==> src/rtl/swervolf_multitimer.sv <==
// Multi-channel countdown timer with a shared prescaler and a Wishbone
// register interface. Each channel counts down from LOAD on prescaler ticks,
// flags a pending bit when it expires, and can reload periodically.
module swervolf_multitimer #(
  parameter int N_CH  = 4,
  parameter int CNT_W = 32,
  parameter int PRE_W = 16
) (
  input  logic            i_clk,
  input  logic            i_rst,
  input  logic [7:0]      i_wb_adr,
  input  logic [31:0]     i_wb_dat,
  input  logic [3:0]      i_wb_sel,
  input  logic            i_wb_we,
  input  logic            i_wb_cyc,
  input  logic            i_wb_stb,
  output logic [31:0]     o_wb_rdt,
  output logic            o_wb_ack,
  output logic [N_CH-1:0] o_irq_vec,
  output logic            o_irq
);

  logic             run_q, run_d;
  logic [N_CH-1:0]  pend_q, pend_d;
  logic [N_CH-1:0]  irqen_q, irqen_d;
  logic [PRE_W-1:0] pre_q, pre_d;
  logic [PRE_W-1:0] pcnt_q, pcnt_d;
  logic [CNT_W-1:0] load_q  [N_CH];
  logic [CNT_W-1:0] load_d  [N_CH];
  logic [CNT_W-1:0] count_q [N_CH];
  logic [CNT_W-1:0] count_d [N_CH];
  logic [N_CH-1:0]  en_q, en_d;
  logic [N_CH-1:0]  per_q, per_d;
  logic [N_CH-1:0]  expire;
  logic [N_CH-1:0]  w1c;
  logic             ack_q, ack_d;
  logic [31:0]      rdt_q, rdt_d;
  logic             irq_q;

  logic       acc;
  logic       wr;
  logic       tick;
  logic       glb;
  logic [3:0] blk;
  logic [1:0] sub;
  logic       unused_adr;

  // Address decode: bits [7:4] pick the 16-byte block (0 = globals,
  // 1+i = channel i), bits [3:2] pick the word inside the block.
  assign blk        = i_wb_adr[7:4];
  assign sub        = i_wb_adr[3:2];
  assign glb        = (blk == 4'd0);
  assign unused_adr = ^i_wb_adr[1:0];

  assign acc  = i_wb_cyc & i_wb_stb & ~ack_q;
  assign wr   = acc & i_wb_we;
  assign tick = run_q & (pcnt_q == pre_q);

  assign ack_d = i_wb_cyc & i_wb_stb & ~ack_q;

  assign o_wb_ack  = ack_q;
  assign o_wb_rdt  = rdt_q;
  assign o_irq_vec = pend_q & irqen_q;
  assign o_irq     = irq_q;

  // Global registers, prescaler and pending bits (hardware set beats W1C).
  always_comb begin
    run_d   = run_q;
    irqen_d = irqen_q;
    pre_d   = pre_q;
    w1c     = '0;
    if (wr && glb) begin
      case (sub)
        2'd0: if (i_wb_sel[0]) run_d = i_wb_dat[0];
        2'd1: if (i_wb_sel[0]) w1c = i_wb_dat[N_CH-1:0];
        2'd2: if (i_wb_sel[0]) irqen_d = i_wb_dat[N_CH-1:0];
        default: begin
          for (int unsigned k = 0; k < PRE_W; k++) begin
            if (i_wb_sel[2'(k >> 3)]) pre_d[k] = i_wb_dat[k];
          end
        end
      endcase
    end
    if (!run_q || tick) pcnt_d = '0;
    else                pcnt_d = pcnt_q + PRE_W'(1);
    pend_d = (pend_q & ~w1c) | expire;
  end

  // Per-channel countdown; a CCTRL write overrides the expiry update of en
  // and COUNT, while the expiry still reaches the pending bit.
  always_comb begin
    for (int unsigned i = 0; i < N_CH; i++) begin
      load_d[i]  = load_q[i];
      count_d[i] = count_q[i];
      en_d[i]    = en_q[i];
      per_d[i]   = per_q[i];
      expire[i]  = tick & en_q[i] & (count_q[i] == CNT_W'(1));
      if (tick && en_q[i]) begin
        if (expire[i]) begin
          if (per_q[i]) begin
            count_d[i] = load_q[i];
            if (load_q[i] == '0) en_d[i] = 1'b0;
          end else begin
            count_d[i] = '0;
            en_d[i]    = 1'b0;
          end
        end else if (count_q[i] > CNT_W'(1)) begin
          count_d[i] = count_q[i] - CNT_W'(1);
        end
      end
      if (wr && (blk == 4'(i + 1))) begin
        if (sub == 2'd0) begin
          for (int unsigned k = 0; k < CNT_W; k++) begin
            if (i_wb_sel[2'(k >> 3)]) load_d[i][k] = i_wb_dat[k];
          end
        end
        if (sub == 2'd2 && i_wb_sel[0]) begin
          en_d[i]  = i_wb_dat[0] & (load_q[i] != '0);
          per_d[i] = i_wb_dat[1];
          if (i_wb_dat[0]) count_d[i] = load_q[i];
        end
      end
    end
  end

  // Read mux, captured in the acknowledge cycle; unmapped space reads zero.
  always_comb begin
    rdt_d = '0;
    if (acc) begin
      if (glb) begin
        case (sub)
          2'd0:    rdt_d[0]          = run_q;
          2'd1:    rdt_d[N_CH-1:0]   = pend_q;
          2'd2:    rdt_d[N_CH-1:0]   = irqen_q;
          default: rdt_d[PRE_W-1:0]  = pre_q;
        endcase
      end
      for (int unsigned i = 0; i < N_CH; i++) begin
        if (blk == 4'(i + 1)) begin
          case (sub)
            2'd0:    rdt_d[CNT_W-1:0] = load_q[i];
            2'd1:    rdt_d[CNT_W-1:0] = count_q[i];
            2'd2:    rdt_d[1:0]       = {per_q[i], en_q[i]};
            default: rdt_d            = '0;
          endcase
        end
      end
    end
  end

  // State registers with synchronous active-high reset.
  always_ff @(posedge i_clk) begin
    if (i_rst) begin
      run_q   <= 1'b0;
      pend_q  <= '0;
      irqen_q <= '0;
      pre_q   <= '0;
      pcnt_q  <= '0;
      en_q    <= '0;
      per_q   <= '0;
      ack_q   <= 1'b0;
      rdt_q   <= '0;
      irq_q   <= 1'b0;
      for (int unsigned i = 0; i < N_CH; i++) begin
        load_q[i]  <= '0;
        count_q[i] <= '0;
      end
    end else begin
      run_q   <= run_d;
      pend_q  <= pend_d;
      irqen_q <= irqen_d;
      pre_q   <= pre_d;
      pcnt_q  <= pcnt_d;
      en_q    <= en_d;
      per_q   <= per_d;
      ack_q   <= ack_d;
      rdt_q   <= rdt_d;
      irq_q   <= |o_irq_vec;
      for (int unsigned i = 0; i < N_CH; i++) begin
        load_q[i]  <= load_d[i];
        count_q[i] <= count_d[i];
      end
    end
  end

endmodule

==> config.mk <==
export PLATFORM = sky130hd
export DESIGN_NAME = swervolf_multitimer
export DESIGN_NICKNAME = d
export VERILOG_FILES = /design/src/rtl/swervolf_multitimer.sv
export SDC_FILE = /design/constraint.sdc
export NUM_CORES = 1
export LEC_CHECK = 0
export CORE_MARGIN = 2
export CORE_UTILIZATION = 35
export DETAILED_ROUTE_END_ITERATION = 8
export PLACE_DENSITY_LB_ADDON = 0.3
export SLEW_MARGIN = 20
export SYNTH_ARGS = -nofsm -noshare
export SYNTH_HDL_FRONTEND = slang
export SYNTH_SLANG_ARGS = --single-unit
==> constraint.sdc <==
create_clock -name i_clk -period 5.5 [get_ports i_clk]
set_input_delay 1.1 -clock i_clk [delete_from_list [all_inputs] [get_ports i_clk]]
set_output_delay 1.1 -clock i_clk [all_outputs]
set_load 0.05 [all_outputs]
# Yosys cells after proc, flatten, opt, wreduce, memory -nomap -nowiden
# Memory sizes are Yosys's and may differ from the RTL's.
# Cells that the tools add are included.
# op_classes
addsub	5
reduce_logical	34
n_eq_ne	11
magnitude_cmp	4
bitwise_logic	31
n_mux	219
# ops
cell	count
$mux W32	48
$pmux W30 S3	4
$mux W1	155
$eq A32 B1 Y1 const B	4
$gt A32 B1 Y1 const B	4
$logic_not A32 Y1	4
$reduce_bool A32 Y1	4
$sub A32 B1 Y32 const B	4
$mux W16	2
$pmux W2 S3	4
$add A16 B1 Y16 const B	1
$and A1 B1 Y1	16
$eq A16 B16 Y1	1
$mux W12	1
$mux W4	3
$reduce_and A3 Y1	4
$logic_and A1 B1 Y1	10
$pmux W3 S3	1
$and A4 B4 Y4	2
$eq A4 B2 Y1 const B	2
$or A1 B1 Y1	8
$reduce_and A2 Y1	4
$eq A4 B1 Y1 const B	1
$eq A4 B3 Y1 const B	1
13 further kinds	16
# word_totals
register_bits	83
output_inout_bits	38
ram_bits	256
n_memories	2
word_cells	320
# mem_list
memory	words	word_bits	read_ports	rd_ports_with_merged_regs	wr	line	text
count_q	4	32	4	0	4	30	logic [CNT_W-1:0] count_q [N_CH];
load_q	4	32	4	0	4	28	logic [CNT_W-1:0] load_q [N_CH];

# Longest topological paths before layout
# depth
word_depth	13
mapped_depth	11
ltp_nobuf	9

# Least setup slack after synthesis
# Ideal clock, no wire load.
# synth_path
path_type	input -> register
start	input i_wb_adr[4]
end	memory count_q[3][23]
n_path_buf	4
setup_time_ps	59
arrival_ps	3054
required_time_ps	5441
slack_ps	2387
stages	10
path_cell_list	clkbuf_1 > nor4b_1 > and2_1 > clkbuf_1 > nand2_1 > o21ai_1 > and2_1 > buf_2 > buf_2 > a22o_1
# synth_rtl
element	line	text
from (decl)	11	input logic [7:0] i_wb_adr,
to (decl)	30	

==> results.toml <==
[status]
run_status = "finished, final reports clean"

[power]
vdd.ir_drop.worst_uv = 175
finalPower_mw = 5.41
p_clk_share_pct = 49.0
net-switching-power_mw = 1.32
power.share.sequential_pct = 45.6
leakage_nw = 7.85
switching_share_pct = 24.4
p_comb_share_pct = 5.5
p_int_mw = 4.09
p_per_area_nw_per_um2 = 259

[timing]
setup_viol = 0
fin_worst_skew_ns = 0.0264
final.period_utilization_pct = 67.8
tns_ns = 0
slew_headroom_pct = 24.7
fin_ws_ns = 1.77
hold_viol = 0
rsz0062_at_grt = "no"
worst_pin_slew_ns = 1.12
fmax_ghz = 0.268
slew_violations = 0
finalCriticalPeriod_ns = 3.73

[clock_network]
cts.path.max_buffers = 3
clockRootBuffer = "clkbuf_16"
post_cts_buffers = 0
clkTransAtPathRegs_ns = 0.06
ctsHoldBuffers = 0
cts_tree = "built"
cts-resized-gates = 0
cts_buffers = 40
clk_latency_ns = 0.58
clock-sinks = 339
htreeDepth = 2

[placement]
placed_cell_area_um2 = 19600
placed_cells = 2876
portBuffers = 84
dp_slack_ns = 1.44
dp_hpwl_um = 52100
gp_congestion = 0.968

[yosys]
syn_nets = 2262
ys_seq_elements = 339
postSynthCellCount = 2204
synth-edff-count = 0
netlist_area_um2 = 18100
yosysWarnings = 0
yosys_most_used_dff = "dfxtp_1"
yosysUniqueCellTypes = 81
yosysSeqAreaShare_pct = 37.5
synth.avg_cell_area_um2 = 8.21
synthArstFlopShare_pct = 0

[layout]
syn_to_final_growth_pct = 15.3
final_cell_mix = "339 x dfxtp_1, 246 x nand2_1, 220 x nor2_1"
fin_area_um2 = 20800
diodes = 0
finalNetCount = 2296
fin_cells = 2945
layout_commonest_cell = "dfxtp_1"
final_layout_size_suffix_gt1_share_pct = 7.02

[route]
route.final.wire_length_um = 70200
drc = 0
drtIter0Drc = 2214
firstDrtPassIters = 8
wl_per_cell_um = 23.8
vias = 18000
ant_nets = 0
vias_per_cell = 6.10

[die]
die-area_um2 = 53500
rows = 83
core_area_um2 = 51200
boundaryPins = 87
dieWidth_um = 231
die_h_um = 231
start_util_pct = 35.3

[hold_path]
hp-class = "flip-flop to flip-flop"
hp-start = "load_q[0][5]"

[global_route]
first_global_vias = 16900
grt_max_degree = 76
antenna_found_initial = 1
grt_pass1_wl_um = 105000
grt_use_total_pct = 25.8
grt_overflow_total = 0

[setup_path]
cp-end-kind = "flip-flop"
path_max_fanout = 9
cp_slowest_cell = "nor3_1"
crit_path_start_kind = "flip-flop"
critPathKind = "flip-flop to flip-flop"
cp_num_buf_inv = 0
cp.required_ns = 5.94
r2r_start = "pcnt_q[6]"
max_stage_delay_ns = 1.09
cpLargestDelayFamily = "simple AND/OR/NAND/NOR gates"
startpoint = "pcnt_q[6]"
critical_path.cell_chain = "xor2_1 > nor4_1 > nand4_1 > nor3_1 > nand3_1 > nand2_1 > o21ai_0"
cp.arrival_ns = 4.17

[run]
drv_cap = 0
[cell type report]
type	count	area (µm²)
Clock buffer	52	1130
Multi-Input combinational cell	1706	10700
Inverter	31	116
Sequential cell	339	6790
Fill cell	5121	30300
Tap cell	680	851
Clock inverter	17	153
Timing Repair Buffer	120	1100
[cell families (layout without fill, tap and decap cells)]
kind of cell,count (synthesis),after routing,synth area share (%)
mux,176,176,11.8
compound gates,517,517,17.7
buf+inv,159,220,3.40
xor+xnor,96,96,4.65
simple gates,908,908,24.4
flops,339,339,37.5
fa+ha+maj,9,9,0.623
[registers in the layout, summed over array words and instances (netlist names)]
name / cells
pend_q: 4
irqen_q: 4
count_q: 128
o_wb_rdt: 32
pre_q: 16
per_q: 4
o_wb_ack: 1
pcnt_q: 16
o_irq: 1
load_q: 128
en_q: 4
run_q: 1
[synth_stat cells, drive strengths merged, types with 28 or more instances]
| master | instances | area [µm²] |
|---|---|---|
| xor2 | 51 | 447 |
| o22ai | 37 | 231 |
| a22o | 28 | 245 |
| mux4 | 29 | 653 |
| dfxtp | 339 | 6790 |
| a21oi | 193 | 973 |
| nand3 | 127 | 636 |
| clkbuf | 100 | 375 |
| nor2 | 222 | 836 |
| buf | 28 | 123 |
| nand2 | 246 | 923 |
| xnor2 | 45 | 394 |
| o21ai | 107 | 536 |
| nor4 | 91 | 601 |
| nor3 | 69 | 345 |
| inv | 29 | 109 |
| mux2i | 144 | 1440 |
[power by group through the flow]
stage | registers (mW) | logic [mW] | clock network, mW
2_1_floorplan | 2.52 | 0.157 | 0
3_3_place_gp | 2.52 | 0.286 | 0
3_5_place_dp | 2.52 | 0.288 | 0
4_1_cts | 2.46 | 0.289 | 2.69
5_1_grt | 2.46 | 0.310 | 2.78
6_report | 2.46 | 0.296 | 2.65
[per-layer routing]
metal | up-vias | GRT usage [%] | wire (µm)
li1 | 8213 | - | -
met1 | 8781 | 34.8 | 29600
met2 | 816 | 41.3 | 32100
met3 | 145 | 3.40 | 5740
met4 | 0 | 10.9 | 2710
met5 | - | 0 | 0
[through the flow]
stage | util [%] | hold slack, ns
floorplan | - | 0.447
global placement | 38.2 | 0.463
detailed placement | 38.2 | 0.475
CTS | 40.7 | 0.486
global route | 40.7 | 0.503
finish | 40.7 | 0.488
[worst paths after layout]
path,endpoint,slack (ns),depth (start not counted)
worst min-delay path,load_q[0][5],0.49,2
worst min register to register,load_q[0][5],0.49,2
worst max register to register,count_q[2][5],1.77,7
worst max-delay path,count_q[2][5],1.77,7
[tightest hold or removal path, cell delays in order (launching register included)]
cell,delay [ns]
dfxtp_1,0.33
nand2_1,0.06
a21oi_1,0.05
Power figures use the tool's default switching activity.
